## src/rtl/riscv_mmio_pkg.sv

```systemverilog
// Shared constants for the memory-mapped peripherals on the data-memory side of the core:
// register word offsets, STATUS bit positions and the UART transmit FSM encoding.
package riscv_mmio_pkg;

    // Register select values, i.e. DataAdr[3:2]
    localparam logic [1:0] OFF_TXDATA  = 2'd0;
    localparam logic [1:0] OFF_STATUS  = 2'd1;
    localparam logic [1:0] OFF_BAUDDIV = 2'd2;

    localparam int ST_BUSY  = 0;
    localparam int ST_FULL  = 1;
    localparam int ST_EMPTY = 2;
    localparam int ST_OVF   = 3;

    localparam logic [1:0] S_IDLE  = 2'd0;
    localparam logic [1:0] S_START = 2'd1;
    localparam logic [1:0] S_DATA  = 2'd2;
    localparam logic [1:0] S_STOP  = 2'd3;

endpackage

```

## src/rtl/uart_tx_fifo.sv

```systemverilog
// Synchronous FIFO for transmit bytes: write visible one cycle after push, pop data is the head (fall-through).
// Push is accepted when not full or when a pop happens in the same cycle; pop on empty is ignored.
module uart_tx_fifo #(
    parameter int DEPTH = 4,
    parameter int W     = 8
) (
    input  logic                         clk,
    input  logic                         rst_n,
    input  logic                         push,
    input  logic [W-1:0]                 push_dat,
    input  logic                         pop,
    output logic [W-1:0]                 pop_dat,
    output logic                         full,
    output logic                         empty,
    output logic [$clog2(DEPTH+1)-1:0]   count
);
    localparam int AW = $clog2(DEPTH);
    localparam int CW = $clog2(DEPTH + 1);
    localparam logic [AW-1:0] PTR_ONE = 1;
    localparam logic [CW-1:0] CNT_ONE = 1;

    logic [W-1:0]  mem_q [DEPTH];
    logic [AW-1:0] wr_ptr_q, wr_ptr_d, rd_ptr_q, rd_ptr_d;
    logic [CW-1:0] count_q, count_d;
    logic          push_ok, pop_ok;

    assign full    = (count_q == CW'(DEPTH));
    assign empty   = (count_q == '0);
    assign count   = count_q;
    assign pop_dat = mem_q[rd_ptr_q];

    always_comb begin
        pop_ok   = pop && !empty;
        // A simultaneous pop frees the slot this push needs
        push_ok  = push && (!full || pop_ok);
        wr_ptr_d = push_ok ? wr_ptr_q + PTR_ONE : wr_ptr_q;
        rd_ptr_d = pop_ok  ? rd_ptr_q + PTR_ONE : rd_ptr_q;
        count_d  = count_q;
        if (push_ok && !pop_ok) begin
            count_d = count_q + CNT_ONE;
        end else if (!push_ok && pop_ok) begin
            count_d = count_q - CNT_ONE;
        end
    end

    always_ff @(posedge clk or negedge rst_n) begin
        if (!rst_n) begin
            wr_ptr_q <= '0;
            rd_ptr_q <= '0;
            count_q  <= '0;
        end else begin
            wr_ptr_q <= wr_ptr_d;
            rd_ptr_q <= rd_ptr_d;
            count_q  <= count_d;
        end
    end

    always_ff @(posedge clk) begin
        if (push_ok) begin
            mem_q[wr_ptr_q] <= push_dat;
        end
    end

endmodule

```

## src/rtl/mmio_uart_tx.sv

```systemverilog
// Memory-mapped 8N1 UART transmitter: register reads are combinational, a byte stored at edge N drives Tx low from N+1.
// Stores never stall the core; a store to a full FIFO is dropped and flagged in the sticky overflow bit.
module mmio_uart_tx
    import riscv_mmio_pkg::*;
#(
    parameter logic [31:0] BASE_ADDR   = 32'h0000_1000,
    parameter int          FIFO_DEPTH  = 4,
    parameter logic [15:0] DEFAULT_DIV = 16'd867
) (
    input  logic        Clk,
    input  logic        Reset,
    input  logic        MemWrite,
    input  logic [31:0] DataAdr,
    input  logic [31:0] WriteData,
    output logic        Hit,
    output logic [31:0] RdData,
    output logic        Tx
);
    localparam int CW = $clog2(FIFO_DEPTH + 1);

    logic [1:0]    sel;
    logic          wr_en, push, pop, busy, baud_done;
    logic          fifo_full, fifo_empty;
    logic [7:0]    fifo_dat;
    logic [CW-1:0] fifo_count;
    logic [31:0]   status;

    logic [1:0]  state_q, state_d;
    logic [15:0] div_q, div_d, cnt_q, cnt_d;
    logic [7:0]  shift_q, shift_d;
    logic [2:0]  bit_q, bit_d;
    logic        ovf_q, ovf_d;

    logic unused_ok;
    assign unused_ok = ^{WriteData[31:16], DataAdr[1:0], fifo_count};

    assign Hit       = (DataAdr[31:4] == BASE_ADDR[31:4]);
    assign sel       = DataAdr[3:2];
    assign wr_en     = MemWrite && Hit;
    assign push      = wr_en && (sel == OFF_TXDATA);
    assign pop       = (state_q == S_IDLE) && !fifo_empty;
    assign busy      = (state_q != S_IDLE);
    assign baud_done = (cnt_q == '0);

    uart_tx_fifo #(
        .DEPTH (FIFO_DEPTH),
        .W     (8)
    ) u_fifo (
        .clk      (Clk),
        .rst_n    (Reset),
        .push     (push),
        .push_dat (WriteData[7:0]),
        .pop      (pop),
        .pop_dat  (fifo_dat),
        .full     (fifo_full),
        .empty    (fifo_empty),
        .count    (fifo_count)
    );

    always_comb begin
        status           = '0;
        status[ST_BUSY]  = busy;
        status[ST_FULL]  = fifo_full;
        status[ST_EMPTY] = fifo_empty;
        status[ST_OVF]   = ovf_q;
        RdData           = '0;
        if (Hit) begin
            case (sel)
                OFF_STATUS:  RdData = status;
                OFF_BAUDDIV: RdData = {16'd0, div_q};
                default:     RdData = '0;
            endcase
        end
    end

    always_comb begin
        div_d = div_q;
        ovf_d = ovf_q;
        if (wr_en && (sel == OFF_BAUDDIV)) begin
            div_d = WriteData[15:0];
        end
        if (wr_en && (sel == OFF_STATUS) && WriteData[ST_OVF]) begin
            ovf_d = 1'b0;
        end
        if (push && fifo_full && !pop) begin
            ovf_d = 1'b1;
        end
    end

    // The baud counter reloads from div_q, so a new divisor only lands at a bit boundary
    always_comb begin
        state_d = state_q;
        cnt_d   = baud_done ? div_q : cnt_q - 16'd1;
        shift_d = shift_q;
        bit_d   = bit_q;
        case (state_q)
            S_IDLE: begin
                cnt_d = cnt_q;
                if (pop) begin
                    state_d = S_START;
                    shift_d = fifo_dat;
                    cnt_d   = div_q;
                end
            end
            S_START: begin
                if (baud_done) state_d = S_DATA;
            end
            S_DATA: begin
                if (baud_done) begin
                    if (bit_q == 3'd7) begin
                        state_d = S_STOP;
                        bit_d   = '0;
                    end else begin
                        shift_d = {1'b0, shift_q[7:1]};
                        bit_d   = bit_q + 3'd1;
                    end
                end
            end
            default: begin
                if (baud_done) begin
                    state_d = S_IDLE;
                    cnt_d   = '0;
                end
            end
        endcase
    end

    always_comb begin
        case (state_q)
            S_START: Tx = 1'b0;
            S_DATA:  Tx = shift_q[0];
            default: Tx = 1'b1;
        endcase
    end

    always_ff @(posedge Clk or negedge Reset) begin
        if (!Reset) begin
            state_q <= S_IDLE;
            div_q   <= DEFAULT_DIV;
            cnt_q   <= '0;
            shift_q <= '0;
            bit_q   <= '0;
            ovf_q   <= 1'b0;
        end else begin
            state_q <= state_d;
            div_q   <= div_d;
            cnt_q   <= cnt_d;
            shift_q <= shift_d;
            bit_q   <= bit_d;
            ovf_q   <= ovf_d;
        end
    end

endmodule

```

## config.mk

```make
export PLATFORM = sky130hd
export DESIGN_NAME = mmio_uart_tx
export DESIGN_NICKNAME = d
export VERILOG_FILES = /design/src/rtl/riscv_mmio_pkg.sv /design/src/rtl/uart_tx_fifo.sv /design/src/rtl/mmio_uart_tx.sv
export SDC_FILE = /design/constraint.sdc
export NUM_CORES = 1
export LEC_CHECK = 0
export BUFFER_PORTS_ARGS = -buffer_cell sky130_fd_sc_hd__clkbuf_2
export CAP_MARGIN = 20
export CORE_MARGIN = 5
export CORE_UTILIZATION = 45
export DETAILED_ROUTE_END_ITERATION = 7
export GPL_TIMING_DRIVEN = 0
export PLACE_DENSITY = 0.75
export SYNTH_ARGS = -nofsm -noshare
export SYNTH_HDL_FRONTEND = slang
export SYNTH_HIERARCHICAL = 1
export SYNTH_SLANG_ARGS = --single-unit
```

## constraint.sdc

```tcl
create_clock -name Clk -period 2.7 [get_ports Clk]
set_input_delay 0.54 -clock Clk [delete_from_list [all_inputs] [get_ports Clk]]
set_output_delay 0.54 -clock Clk [all_outputs]
set_load 0.01 [all_outputs]
```

==> results.sh <==
export IMPL_globalRouteTotalUtil=0.177
export IMPL_pwr_share_seq=0.526
export IMPL_port_buffer_count=66
export IMPL_synthCells=389
export IMPL_setup_viol=0
export IMPL_placementRows=37
export IMPL_ys_ff_latch=85
export IMPL_hold_class="in -> async"
export IMPL_dr_pass1_iters=5
export IMPL_path_buf_inv=4
export IMPL_initial_core_util=0.455
export IMPL_final_cells=624
export IMPL_end_kind="output pin"
export IMPL_ys_flop_type="dfrtp_1"
export IMPL_yosys_warnings=6
export IMPL_slew_headroom=0.425
export IMPL_crit_family="buffers and inverters"
export IMPL_area_growth_syn_to_layout_pct=20.2
export IMPL_clock_fmax_mhz=388
export IMPL_grt_pass1_vias=3627
export IMPL_power_frac_clock=0.308
export IMPL_combPwrFrac=0.166
export IMPL_crit_top_cell="inv_1"
export IMPL_powerDensity_nw_per_um2=489
export IMPL_max_vdd_ir_drop_mv=0.324
export IMPL_cp_slowest_stage_delay_ns=0.44
export IMPL_cp_required_ns=2.16
export IMPL_drt_wirelength_per_cell_um=17.3
export IMPL_gp_congestion=0.922
export IMPL_fp_dieH_um=111
export IMPL_drive_above_1_share=0.379
export IMPL_cp_max_fo=10
export IMPL_critical_path_cell_chain="inv_1, ha_1, clkbuf_4, inv_1, a22oi_1, nor4b_2, clkbuf_2"
export IMPL_clkSinkCount=85
export IMPL_path_depth=7
export IMPL_period_share=0.955
export IMPL_cp_endpoint="RdData[0]"
export IMPL_grt_pass1_wl_um=18000
export IMPL_maxCapViolCount=0
export IMPL_cpMaxStageDelayCell="dfrtp_1"
export IMPL_clkSlewWorstSetupHoldPaths_ns=0.09
export IMPL_outcome="complete, no violations"
export IMPL_finClkSkew_ns=0.0111
export IMPL_worstMarginPinSlew_ns=0.854
export IMPL_antenna_found_initial=0
export IMPL_worstSkewPairLatency_ns=0.36
export IMPL_cts_tree="built"
export IMPL_numCtsBuffers=9
export IMPL_postSynthAreaPerCell_um2=11.9
export IMPL_crit_start="state_q[0]$_DFFE_PN0P_"
export IMPL_place_inst=607
export IMPL_critical_path_arrival_ns=2.04
export IMPL_rr_worst_depth=13
export IMPL_die_w_um=111
export IMPL_intPower_uw=1970
export IMPL_ff2ff_setup_slack_ns=0.18
export IMPL_core_um2=10200
export IMPL_synth_cell_type_count=68
export IMPL_vias_per_cell=5.78
export IMPL_fin_nets=567
export IMPL_clk_path_buf_depth=2
export IMPL_die_area_um2=12400
export IMPL_fill_cells=893
export IMPL_pre_cts_ws_ns=-0.388
export IMPL_detail_route_iter0_violations=246
export IMPL_finalHoldViolations=0
export IMPL_p_leak_uw=0.00246
export IMPL_root_buffer="clkbuf_8"
export IMPL_setup_slack_ns=0.120
export IMPL_hpwlAfterDp_um=8280
export IMPL_synth_edff_count=32
export IMPL_seq_area_frac_synth=0.496
export IMPL_worstReg2RegStart="state_q[0]$_DFFE_PN0P_"
export IMPL_power_switching_uw=751
export IMPL_grt_max_degree=33
export IMPL_ant_nets=0
export IMPL_sw_frac_of_total=0.276
export IMPL_finalMaxSlewViolations=0
export IMPL_gr_total_overflow=0
export IMPL_drt_wl_total_um=10800
export IMPL_r2r_end="u_fifo/count[2]$_DFFE_PN0P_"
export IMPL_htree_levels=3
export IMPL_async_flop_share=0.624
export IMPL_vias=3605
export IMPL_min_period_ns=2.58
export IMPL_diodes=0
export IMPL_crit_path_start_kind="flop"
export IMPL_worstSetupPathType="reg -> out"
export IMPL_drc=0
export IMPL_io_pins=101
export IMPL_syn_area_um2=4630
-- state kept, by name (all words and copies together) (netlist names), 3 cells and up --
name          count
bit_q             3
cnt_q            16
div_q            16
shift_q           8
u_fifo/count      3
u_fifo/mem_q     32
-- metal layers --
| metal | track usage | wire [um] | vias to the layer above | part of all wire |
|---|---|---|---|---|
| met1 | 0.241 | 4620 | 1763 | 0.43 |
| met5 | 0 | 0 | - | 0 |
| met2 | 0.279 | 5080 | 167 | 0.47 |
| met4 | 0.0762 | 263 | 0 | 0.024 |
| li1 | - | - | 1651 | - |
| met3 | 0.0326 | 803 | 24 | 0.075 |
-- placed cells by master (no fill, tap or decap), types with 12 or more instances in the layout --
| cell type | n |
|---|---|
| edfxtp_1 | 32 |
| inv_1 | 16 |
| ha_1 | 15 |
| nor2_1 | 20 |
| clkbuf_2 | 66 |
| nand2_1 | 14 |
| dfrtp_1 | 46 |
| mux2_2 | 19 |
| o21ai_0 | 14 |
| conb_1 | 16 |
| nor4_1 | 12 |
| buf_4 | 18 |
-- synth_stat cells, drive strengths merged (3+ instances only) --
master | instances | share of area
nand2b | 4 | 0.0054
nor4b | 5 | 0.011
ha | 16 | 0.043
o221ai | 5 | 0.0095
or4 | 4 | 0.0073
xnor2 | 4 | 0.0076
nor3 | 8 | 0.012
dfrtp | 47 | 0.25
and2 | 14 | 0.020
buf | 25 | 0.040
nand3 | 7 | 0.0086
o31ai | 4 | 0.0065
a21oi | 7 | 0.0076
edfxtp | 32 | 0.21
dfstp | 6 | 0.034
mux4 | 8 | 0.039
o21ai | 15 | 0.016
mux2 | 21 | 0.052
and3 | 6 | 0.0081
nor4 | 19 | 0.027
o221a | 7 | 0.017
a22oi | 3 | 0.0049
or3 | 4 | 0.0054
a31o | 4 | 0.0076
nor2 | 21 | 0.017
a221o | 7 | 0.015
nand4 | 6 | 0.0095
nor3b | 8 | 0.015
nand2 | 14 | 0.011
o22ai | 4 | 0.0054
clkbuf | 8 | 0.0065
inv | 18 | 0.015
-- cell families after synthesis --
logic type               synth area share
AND/OR/NAND/NOR                     0.169
flip-flops                          0.496
AO/OA/AOI/OAI                       0.119
buffers and inverters              0.0611
multiplexers                       0.0951
adder cells (fa/ha/maj)            0.0476
XOR/XNOR                           0.0113
other                            0.000810
-- per-stage QoR --
step | hold slack [ns] | area (um2) | power, uW | util | TNS, ns
CTS | 0.169 | 5550 | 2740 | 0.545 | 0
floorplan | 0.244 | 4820 | 1750 | - | 0
finish | 0.164 | 5560 | 2720 | 0.546 | 0
global placement | 0.481 | 5320 | 1880 | 0.523 | -0.957
global route | 0.206 | 5560 | 2860 | 0.546 | -0.00591
detailed placement | 0.488 | 5340 | 1900 | 0.525 | -1.44
-- worst reg2reg max path, cell delays in order (launching register included) --
cell	delay, ns
dfrtp_1	0.44
inv_1	0.13
ha_1	0.17
clkbuf_4	0.22
nand2b_4	0.10
inv_2	0.14
inv_1	0.09
a21boi_4	0.17
ha_4	0.17
inv_2	0.04
fa_2	0.37
xor2_1	0.14
nor2_1	0.13
xor2_1	0.14
-- area by class of cell --
class                   instances  area [um2]  area share
repair buffers                 68         358      0.0643
clock buffers                   9         124      0.0223
flip-flops and latches         85        2300       0.413
inverters                      18        67.6      0.0121
plain buffers                  33         223      0.0400
well taps                     136         170      0.0306
multi-input cells             268        2270       0.408
clock inverters                 7        57.6      0.0103
-- power by group through the flow --
stage	logic [uW]	clock network, uW	registers (uW)
after floorplan	303	0	1450
after global placement	426	0	1450
after detailed placement	446	0	1460
after CTS	452	857	1430
after global routing	504	919	1440
final	451	839	1430
-- worst min path at each step --
stage	from	slack, ns	cells past startpoint	endpoint
2_1_floorplan	Reset	0.24	0	bit_q[0]$_DFFE_PN0P_
3_3_place_gp	u_fifo/count[2]$_DFFE_PN0P_	0.48	1	u_fifo/count[2]$_DFFE_PN0P_
3_5_place_dp	u_fifo/count[2]$_DFFE_PN0P_	0.49	1	u_fifo/count[2]$_DFFE_PN0P_
4_1_cts	Reset	0.17	1	div_q[12]$_DFFE_PN0P_
5_1_grt	Reset	0.21	1	cnt_q[8]$_DFFE_PN0N_
6_report	Reset	0.16	1	div_q[12]$_DFFE_PN0P_
-- what timing repair did --
item,in CTS,in global routing
endpoints found under the setup margin,11,2
pin swaps,1,1
resized for setup,7,4
hold buffers,0,0
buffers inserted,0,1
cloned,0,0
No activity file was read; power rests on OpenSTA's default activity.
